--- config.mk ---
export PLATFORM = sky130hd
export DESIGN_NAME = hamming_decoder_7_4
export DESIGN_NICKNAME = d
export VERILOG_FILES = /design/src/rtl/hamming_decoder_7_4.sv
export SDC_FILE = /design/constraint.sdc
export NUM_CORES = 1
export LEC_CHECK = 0
export CAP_MARGIN = 30
export CORE_ASPECT_RATIO = 0.8
export CORE_MARGIN = 3
export CORE_UTILIZATION = 30
export DETAILED_ROUTE_END_ITERATION = 10
export SKIP_CTS_REPAIR_TIMING = 1
export SLEW_MARGIN = 15
export SYNTH_ARGS = -nofsm -noshare
export SYNTH_HDL_FRONTEND = slang
export SYNTH_SLANG_ARGS = --single-unit
--- constraint.sdc ---
create_clock -name clk -period 1.4 [get_ports clk]
set_clock_uncertainty 0.2 [all_clocks]
set_input_delay 0.28 -clock clk [delete_from_list [all_inputs] [get_ports clk]]
set_output_delay 0.28 -clock clk [all_outputs]
set_load 0.02 [all_outputs]
--- src/rtl/hamming_decoder_7_4.sv ---
// Hamming(7,4) receive decoder: two-stage valid/ready pipeline (syndrome, then
// correction) with a saturating count of delivered words that needed correction.
module hamming_decoder_7_4 #(
  parameter int CNT_W = 8
) (
  input  logic             clk,
  input  logic             rst,
  input  logic             in_valid,
  output logic             in_ready,
  input  logic [6:0]       code_in,
  output logic             out_valid,
  input  logic             out_ready,
  output logic [3:0]       data_out,
  output logic             err_corrected,
  output logic [2:0]       syndrome,
  input  logic             cnt_clr,
  output logic [CNT_W-1:0] corr_count
);

  // Syndrome bits are the parity checks over Hamming positions; position k is code bit 7-k.
  function automatic logic [2:0] calc_syndrome(input logic [6:0] c);
    logic s1, s2, s3;
    s1 = c[6] ^ c[4] ^ c[2] ^ c[0];
    s2 = c[5] ^ c[4] ^ c[1] ^ c[0];
    s3 = c[3] ^ c[2] ^ c[1] ^ c[0];
    return {s3, s2, s1};
  endfunction

  function automatic logic [3:0] correct_data(input logic [6:0] c, input logic [2:0] s);
    logic [6:0] fixed;
    logic [2:0] idx;
    fixed = c;
    idx   = 3'd7 - s;
    if (s != 3'd0) fixed[idx] = ~fixed[idx];
    return {fixed[0], fixed[1], fixed[2], fixed[4]};
  endfunction

  function automatic logic [CNT_W-1:0] sat_inc(input logic [CNT_W-1:0] v);
    return (&v) ? v : v + {{(CNT_W-1){1'b0}}, 1'b1};
  endfunction

  logic             advance;
  logic             vld_p1_q, vld_p1_d;
  logic [6:0]       code_p1_q, code_p1_d;
  logic [2:0]       syn_p1_q, syn_p1_d;
  logic             vld_p2_q, vld_p2_d;
  logic [3:0]       data_p2_q, data_p2_d;
  logic             err_p2_q, err_p2_d;
  logic [2:0]       syn_p2_q, syn_p2_d;
  logic [CNT_W-1:0] cnt_q, cnt_d;

  always_comb begin
    advance   = !vld_p2_q || out_ready;
    vld_p1_d  = vld_p1_q;
    code_p1_d = code_p1_q;
    syn_p1_d  = syn_p1_q;
    vld_p2_d  = vld_p2_q;
    data_p2_d = data_p2_q;
    err_p2_d  = err_p2_q;
    syn_p2_d  = syn_p2_q;
    if (advance) begin
      // p1: capture codeword and its syndrome
      vld_p1_d  = in_valid;
      code_p1_d = code_in;
      syn_p1_d  = calc_syndrome(code_in);
      // p2: apply correction and extract data
      vld_p2_d  = vld_p1_q;
      data_p2_d = correct_data(code_p1_q, syn_p1_q);
      err_p2_d  = |syn_p1_q;
      syn_p2_d  = syn_p1_q;
    end
    // Clear takes priority over a same-cycle corrected delivery.
    cnt_d = cnt_q;
    if (cnt_clr) cnt_d = '0;
    else if (vld_p2_q && out_ready && err_p2_q) cnt_d = sat_inc(cnt_q);
  end

  always_ff @(posedge clk) begin
    if (rst) begin
      vld_p1_q  <= 1'b0;
      vld_p2_q  <= 1'b0;
      data_p2_q <= '0;
      err_p2_q  <= 1'b0;
      syn_p2_q  <= '0;
      cnt_q     <= '0;
    end else begin
      vld_p1_q  <= vld_p1_d;
      vld_p2_q  <= vld_p2_d;
      data_p2_q <= data_p2_d;
      err_p2_q  <= err_p2_d;
      syn_p2_q  <= syn_p2_d;
      cnt_q     <= cnt_d;
    end
  end

  // First-stage payload is qualified by vld_p1_q, so it needs no reset.
  always_ff @(posedge clk) begin
    code_p1_q <= code_p1_d;
    syn_p1_q  <= syn_p1_d;
  end

  assign in_ready      = advance;
  assign out_valid     = vld_p2_q;
  assign data_out      = data_p2_q;
  assign err_corrected = err_p2_q;
  assign syndrome      = syn_p2_q;
  assign corr_count    = cnt_q;

endmodule

==> After elaboration in Yosys (flattened, before gate mapping) <==
Index checks and enable logic that the tools add are counted.
{ "totals": {"regBits": 28, "input_bits": 12, "output_inout_bits": 18, "word_cells": 39} }
{ "op_classes": {"add_sub_neg": 2, "magnitude_cmp": 2, "muxes": 6, "n_bitwise": 11, "n_reduce_logical": 10} }
{ "op_table": {"columns": ["op", "count"], "rows": [
  ["1-bit bitwise XOR", 9],
  ["8-bit by 1-bit adder with 8-bit output, second input constant", 1],
  ["8-bit AND reduction", 1],
  ["7-bit bitwise mux", 1],
  ["5-bit 2-to-1 mux", 1],
  ["3-bit by 4-bit < comparator with 1-bit output, second input constant", 1],
  ["1-bit binary-select mux with 3-bit select", 1],
  ["1-bit demux with 3-bit select", 1],
  ["3-bit by 1-bit greater-or-equal comparator with 1-bit output, second input constant", 1],
  ["1-bit logical AND", 3],
  ["3-bit nonzero test", 1],
  ["3-bit OR reduction", 1],
  ["3-bit subtractor, first input constant", 1],
  ["1-bit 2-to-1 mux", 2],
  ["1-bit inverter", 2],
  ["2-bit AND reduction", 1],
  ["2-bit OR reduction", 1],
  ["1-bit logical NOT", 1],
  ["1-bit logical OR", 1]
]} }

==> Logic depth before layout (Yosys ltp) <==
Gate-level depths: netlist of the first run.
{ "logic_depth": {"word_depth": 7, "depth_mapped": 6, "ltp_nobuf": 5} }

==> Worst setup path before layout of the first run <==
Ideal clock, no wire load.
{ "synth_path": {"kind": "register -> register", "startpoint": "register cnt_q[0] (netlist: corr_count[0])", "endpoint": "register cnt_q[0] (netlist: corr_count[0])", "t_arrival_ns": 1.292, "path_slack_ns": -0.214, "stages_incl_launch_ff": 6, "n_path_buf": 0, "period_less_slack_ns": 1.614, "cell_sequence": "dfxtp_1 ha_1 nand4_1 o21ai_1 xor2_1 nor2_1"} }
{ "synth_between": {"elab_chain_len": 3, "elab_cells_between_ends": 4, "classes_between": "1 x add/sub; 1 x bitwise; 2 x reduce/logical"} }
{ "synth_rtl": {"columns": ["item", "line", "source"], "rows": [
  ["start, declared", "50", "logic [CNT_W-1:0] cnt_q, cnt_d;"],
  ["start signal, assigned", "92", "cnt_q <= cnt_d;"],
  ["parallel branches: the longest is 3 deep, another holds 8-bit by 1-bit adder with 8-bit output", null, null]
]} }
Several ways; the timed one is not identified.
A chain may end at the register's enable or synchronous reset.

==> Final worst setup path of the first run <==
{ "layout_path": {"startpoint": "register vld_p2_q (netlist: out_valid)", "endpoint": "output in_ready"} }
{ "layout_between": {"elab_chain_len": 2} }
{ "layout_rtl": {"columns": ["item", "line", "source"], "rows": [
  ["start, declared", "46", "logic vld_p2_q, vld_p2_d;"],
  ["start signal, assigned", "88", "vld_p2_q <= vld_p2_d;"],
  ["1-bit logical NOT", "53", "advance = !vld_p2_q || out_ready;"],
  ["1-bit logical OR", "53", null],
  ["end, declared", "9", "output logic in_ready,"]
]} }
No other way between the ends.

==> results.md, run 1 <==
* Run status: finished, violations left
* Violations in the final reports: setup timing
* Total standard cell area after synthesis at 1090 µm²
* Peak Freq at 687 MHz
* TritonCTS Buffers at 3
* Clock tree from TritonCTS: built
* Ordered list of cells on the worst path: nor2b_4 > inv_2 > clkbuf_2
* Clock period minus worst slack at 1.46 ns
* Net Count, Synth at 126
* Required time at the worst-slack endpoint at ~0.9 ns
* Chip Width at approximately 73 µm
* Slew at the pin closest to its max-slew limit at 0.263 ns
* Cell type contributing the most total cell area after synthesis: sky130_fd_sc_hd__dfxtp_1
* Reg2Reg Setup Slack at -0.04 ns
* First-pass iteration count of the detailed router at 4
* Global-route usage over all layers at 12.4%
* Cell count after synthesis at 113
* Maximum level of the CTS H-tree at 1
* Top Ports at 30
* Initial core utilization at roughly a third
* Total power divided by cell area at slightly below 900 nW/µm²
* Drt total wl at approximately 2.7 mm
* Finished Layout Cells at 209
* Area after detailed placement at 1630 µm²
* Final HPWL DP at 1.97 mm
* Initial antenna violation count at 0
* Core ar. at 3290 µm²
* Fill cell instance count of the final layout at 290
* Routed via count divided by cell count at 4.86
* Placed cell count at 204
* Largest delay contributor family on the critical path: flip-flops
* Count of endpoints failing setup in the final report at 2
* Critical path's slowest cell: sky130_fd_sc_hd__dfxtp_2
* Final setup TNS at -0.0973 ns
* Gp weighted congestion at 0.824
* Number of DRC violations after detailed-routing iteration 0 at 47
* Die Outline Area at 4410 µm²
* Classification of the worst setup path: reg -> out
* Pins over their slew limit at 0
* Relative slew slack at 82.4%
* Post-synth top cells: sky130_fd_sc_hd__dfxtp_1, sky130_fd_sc_hd__nand2_1, sky130_fd_sc_hd__nor2_1
* Async S/R FF share, synth at 0%
* Residual overflow from global routing at 0
* Hold Violations, Final at 0
* Total design power at roughly 1.6 mW
* Layout overhead on the synthesized area at 67.0%
* PortBufs at 29
* Max capacitance violation total at 0
* Peak fanout along the critical path at 2
* CTS root buf: sky130_fd_sc_hd__clkbuf_8
* CTS clk-pin slew, worst paths at 0.09 ns
* Die height at 60.0 µm
* Setup ws final at -0.0561 ns
* Final core utilization at 55.5%
* Antenna viol nets, final at 0
* Worst ir drop on vdd at between 400 and 500 µV
* Pin count of the biggest net entering global routing at 21
* Path category of the worst min-delay check: reg -> reg
* Crit path largest cell delay at approximately 0.35 ns
* Global-route wire length before repair at 4.29 mm
* Sequential cell area fraction in the yosys report at approximately 52%
* Cell row count at 18
* Via count at 1015
* Worst-skew pair later-pin latency at 0.27 ns
* WP buf/inv at 2
* Final net count at 183
* Standby leakage power at 0.923 nW
* Most frequent cell after synthesis: sky130_fd_sc_hd__dfxtp_1
* Flip-flop and latch count after synthesis at 25
* Leading register cell type out of synthesis: sky130_fd_sc_hd__dfxtp_1
* Buffer levels on the longest clock path at 2
* Final non-filler cell area at 1820 µm²
* Ys Warns at 0
* Share of Yosys cell area claimed by the top area cell type at 33.0%
* Post-synthesis cell type count at 33
* DRC violations left at 0
* Arrival time worst endpoint at between 0.9 and 1 ns
* Average footprint of a synthesized cell at 9.67 µm²
* Number of enable-type register cells in the synthesized netlist at 7
* Wirelength per Cell at roughly 13 µm
* Via count of the first global-routing pass at 921
* Setup repair after global routing missed its margin: yes
* Largest cells by area after synthesis: sky130_fd_sc_hd__dfxtp_1, sky130_fd_sc_hd__edfxtp_1, sky130_fd_sc_hd__nand2_1, sky130_fd_sc_hd__nor2_1, sky130_fd_sc_hd__xnor2_1
* Crit path launch type: flip-flop
* Proportion of layout cells with a drive suffix above 1 at 33.1%
* Critical Path Sink Type: output port
* Number of sinks handled by clock tree synthesis at 25
* Final period utilization at 104%
* Antenna cell count at 0
==> cell families after synthesis <==
family | share of synthesized area [%]
DFF | 52.2
xor gates and xnor gates | 8.82
and+or+nand+nor | 21.9
muxes | 0.916
adders and majority gates | 1.15
AOI/OAI and AO/OA | 12.5
buffers and inverters | 2.52
==> power by group <==
group,switching [mW],leakage (nW),internal (mW)
Sequential,0.0368,0.224,0.808
Combinational,0.162,0.677,0.183
Clock,0.237,0.0217,0.202
==> metal layers <==
layer	routed length, µm	global-route usage (%)
met3	88	3.36
met4	25	2.84
met5	0	0
met2	1310	18.4
met1	1280	17.8
==> cells in the final DEF, fill, tap and decap left out, types with 3 or more instances in the layout <==
master and count:
sky130_fd_sc_hd__o21ai_0 3, sky130_fd_sc_hd__buf_6 5, sky130_fd_sc_hd__dfxtp_1 13, sky130_fd_sc_hd__nor2_1 13, sky130_fd_sc_hd__nor3_1 3, sky130_fd_sc_hd__dlymetal6s2s_1 17
sky130_fd_sc_hd__xnor2_1 5, sky130_fd_sc_hd__nand2_1 14, sky130_fd_sc_hd__dfxtp_2 3, sky130_fd_sc_hd__xor2_1 5, sky130_fd_sc_hd__a21oi_1 5, sky130_fd_sc_hd__clkdlybuf4s50_1 10
sky130_fd_sc_hd__edfxtp_1 7, sky130_fd_sc_hd__clkbuf_8 3, sky130_fd_sc_hd__buf_4 21
==> through the flow <==
stage | hold WS, ns | setup slack [ns]
floorplan | 0.179 | 0.00265
global placement | 0.241 | -0.625
detailed placement | 0.250 | -0.636
CTS | 0.263 | -0.645
global route | 0.297 | -0.115
finish | 0.268 | -0.0561
==> worst min-delay path: stages, from the launching register on <==
cell,delay (ns)
sky130_fd_sc_hd__dfxtp_1,0.32
sky130_fd_sc_hd__nand2_1,0.05
sky130_fd_sc_hd__a21oi_1,0.05
==> area by class of cell <==
class / count / area (µm²) / area share [%]
clock inverters: 1 / 7.51 / 0.412
multi-input cells: 83 / 599 / 32.9
repair buffers: 55 / 537 / 29.4
well taps: 40 / 50.0 / 2.74
flip-flops and latches: 25 / 582 / 31.9
inverters: 2 / 7.51 / 0.412
clock buffers: 3 / 41.3 / 2.26
==> flip-flops by register name, summed over array words and instances, names as in the netlist <==
name	cells
data_out	4
out_valid	1
syn_p1_q	3
err_corrected	1
corr_count	8
syndrome	3
code_p1_q	4
vld_p1_q	1
==> path summary, 6_finish.rpt <==
path | start | to | cells past startpoint
hold reg to reg | syndrome[2] | syndrome[2] | 2
setup reg to reg | corr_count[1] | corr_count[0] | 5
setup / recovery | out_valid | in_ready | 3
hold / removal | syndrome[2] | syndrome[2] | 2
Note: power is estimated with default switching activity, not from simulation.
==> inputs of run 2 (changes only) <==
--- a/config.mk
+++ b/config.mk
@@ -9,6 +9,7 @@
 export CORE_ASPECT_RATIO = 0.8
 export CORE_MARGIN = 3
 export CORE_UTILIZATION = 30
+export CTS_CLUSTER_DIAMETER = 50
 export DETAILED_ROUTE_END_ITERATION = 10
 export SKIP_CTS_REPAIR_TIMING = 1
 export SLEW_MARGIN = 15
==> results of run 2 <==
The final DEF is identical to that of run 1; final timing and power are the same.
==> inputs of run 3 (changes only) <==
--- a/config.mk
+++ b/config.mk
@@ -12,6 +12,7 @@
 export CTS_CLUSTER_DIAMETER = 50
 export DETAILED_ROUTE_END_ITERATION = 10
 export SKIP_CTS_REPAIR_TIMING = 1
+export SKIP_LAST_GASP = 1
 export SLEW_MARGIN = 15
 export SYNTH_ARGS = -nofsm -noshare
 export SYNTH_HDL_FRONTEND = slang
==> run 3 against run 2 <==
The run still ends with setup timing left. Via count shrank 0.59%. Non-clock buffer count is the same. Clock power decreased by 2%. Worst setup slack worse by 0.060 ns.
==> results.md, run 3 (synthesized netlist as in run 1, its figures left out) <==
* Run status: finished, violations left
* Violations in the final reports: setup timing
* CTS clk-pin slew, worst paths at 0.09 ns (about the same)
* Critical path's slowest cell: sky130_fd_sc_hd__dfxtp_2
* Classification of the worst setup path: reg -> out
* Global-route wire length before repair at 4.29 mm (unchanged)
* Required time at the worst-slack endpoint at 0.92 ns (about the same)
* Total power divided by cell area at 893 nW/µm² (about the same)
* Clock period minus worst slack at 1.52 ns (+0.0604 ns)
* Crit path launch type: flip-flop
* Pin count of the biggest net entering global routing at 21 (unchanged)
* Number of sinks handled by clock tree synthesis at 25 (unchanged)
* Final net count at 183 (unchanged)
* Proportion of layout cells with a drive suffix above 1 at 31.4% (-1.8 points)
* WHS Path Cells at 2 (unchanged)
* Max capacitance violation total at 0 (unchanged)
* Worst reg2reg path depth at 5 (unchanged)
* Pins over their slew limit at 0 (unchanged)
* Wirelength per Cell at 12.6 µm (-2.8%)
* Crit path largest cell delay at 0.33 ns (-0.02 ns)
* DRC violations left at 0 (unchanged)
* Fill cell instance count of the final layout at 296 (+2.1%)
* Peak Freq at 659 MHz (-4.0%)
* Standby leakage power at 0.916 nW (-0.74%)
* Number of DRC violations after detailed-routing iteration 0 at 48 (+2.1%)
* Residual overflow from global routing at 0 (unchanged)
* Largest register FFs at 8 (unchanged)
* Routed via count divided by cell count at 4.83 (-0.59%)
* Reg power frac at 52.3% (+0.4 points)
* Ordered list of cells on the worst path: nor2b_2 > inv_2 > dlymetal6s2s_1
* PortBufs at 29 (unchanged)
* Layout overhead on the synthesized area at 65.3%
* Beginning of the critical path: out_valid
* Area after detailed placement at 1630 µm² (unchanged)
* Total design power at 1.61 mW (-1.0%)
* Top Ports at 30 (unchanged)
* Relative slew slack at 82.5% (about the same)
* Die Outline Area at 4410 µm² (unchanged)
* Count of endpoints failing setup in the final report at 3 (+1)
* Combinational fraction of design power at 20.9% (-0.3 points)
* Arrival time worst endpoint at 1.04 ns (+0.06 ns)
* Setup ws final at -0.117 ns (-0.0604 ns)
* Commonest cells after routing, fill and taps aside: sky130_fd_sc_hd__buf_4, sky130_fd_sc_hd__dlymetal6s2s_1, sky130_fd_sc_hd__nand2_1, sky130_fd_sc_hd__nor2_1, sky130_fd_sc_hd__dfxtp_1
* Slew at the pin closest to its max-slew limit at 0.262 ns (-0.000712 ns)
* Post-placement setup slack at -0.636 ns (unchanged)
* Via count of the first global-routing pass at 921 (unchanged)
* Die height at 60.0 µm (unchanged)
* Critical register-to-register path startpoint: corr_count[1]
* Most frequent standard cell in the layout excluding fill and tap cells: sky130_fd_sc_hd__buf_4
* Cell Int Power at 1.19 mW (-0.48%)
* Gp weighted congestion at 0.824 (unchanged)
* Met1 WL at 1.25 mm (-2.6%)
* Via count at 1009 (-0.59%)
* Met2 Routed Length at 1.26 mm (-4.2%)
* First-pass iteration count of the detailed router at 4 (unchanged)
* Final setup TNS at -0.165 ns (-0.0675 ns)
* CTS root buf: sky130_fd_sc_hd__clkbuf_8
* Initial antenna violation count at 0 (unchanged)
* Buffer levels on the longest clock path at 2 (unchanged)
* Antenna cell count at 0 (unchanged)
* Antenna viol nets, final at 0 (unchanged)
* Chip Width at 73.5 µm (unchanged)
* Setup repair after global routing missed its margin: yes
* Clk network pwr share at 26.8% (about the same)
* Worst-skew pair later-pin latency at 0.27 ns (about the same)
* Launch instance of the worst min-delay path: syndrome[2]
* P_sw at 0.425 mW (-2.5%)
* Routed wire length on met3 at 101 µm (+15%)
* Core ar. at 3290 µm² (unchanged)
* TritonCTS Buffers at 3 (unchanged)
* Final HPWL DP at 1.97 mm (unchanged)
* Path category of the worst min-delay check: reg -> reg
* Uppermost signal routing layer after detailed routing: met4
* Hold Violations, Final at 0 (unchanged)
* Drt total wl at 2.63 mm (-2.8%)
* Switching share of total power at 26.4% (-0.40 points)
* Final non-filler cell area at 1810 µm² (-1.0%)
* Peak fanout along the critical path at 2 (unchanged)
* Final period utilization at 108% (+4.3 points)
* Maximum level of the CTS H-tree at 1 (unchanged)
* Initial core utilization at 33.2% (unchanged)
* Cell row count at 18 (unchanged)
* Clock tree from TritonCTS: built
* Global-route usage over all layers at 12.4% (unchanged)
* Critical Path Sink Type: output port
* Worst ir drop on vdd at 397 µV (-1.2%)
## run 3: changes by cell type in the layout (fill, tap and decap cells not counted), sizes merged
cell	before	now
clkbuf	5	4
dlymetal6s2s	17	18
## run 3: power by group through the flow
stage	registers [mW]	logic, mW	clock network [mW]
after global placement	0.860	0.335	0
after global routing	0.855	0.368	0.478
after detailed placement	0.863	0.338	0
final	0.843	0.336	0.432
after CTS	0.846	0.340	0.445
after floorplan	0.907	0.115	0
## run 3: through the flow
| step | hold slack, ns | std cells | utilization [%] |
|---|---|---|---|
| floorplan | 0.179 | 113 | - |
| global placement | 0.241 | 204 | 49.7 |
| detailed placement | 0.250 | 204 | 49.7 |
| CTS | 0.263 | 208 | 51.1 |
| global route | 0.297 | 209 | 54.9 |
| finish | 0.268 | 209 | 54.9 |
## run 3: area by class of cell
cell class              count  area [µm²]  share of cell area (%)
multi-input cells          83         584                    32.4
flip-flops and latches     25         582                    32.2
repair buffers             55         533                    29.5
well taps                  40        50.0                    2.77
clock buffers               3        41.3                    2.29
clock inverters             1        7.51                   0.416
inverters                   2        7.51                   0.416
## run 3: worst max-delay path: cells and delay by family (launching register included)
kind,cells,cell delay [ns]
and+or+nand+nor,1,0.18
DFF,1,0.33
buffers and inverters,2,0.25
## run 3: final timing paths
check	end	slack (ns)
hold reg to reg	syndrome[2]	0.27
setup reg to reg	corr_count[0]	-0.04
hold / removal	syndrome[2]	0.27
setup / recovery	in_ready	-0.12
## run 3: routing by layer
metal | up-vias | GRT usage, %
met1 | 471 | 17.8
li1 | 515 | -
met3 | 2 | 3.36
met5 | - | 0
met2 | 21 | 18.4
met4 | 0 | 2.84
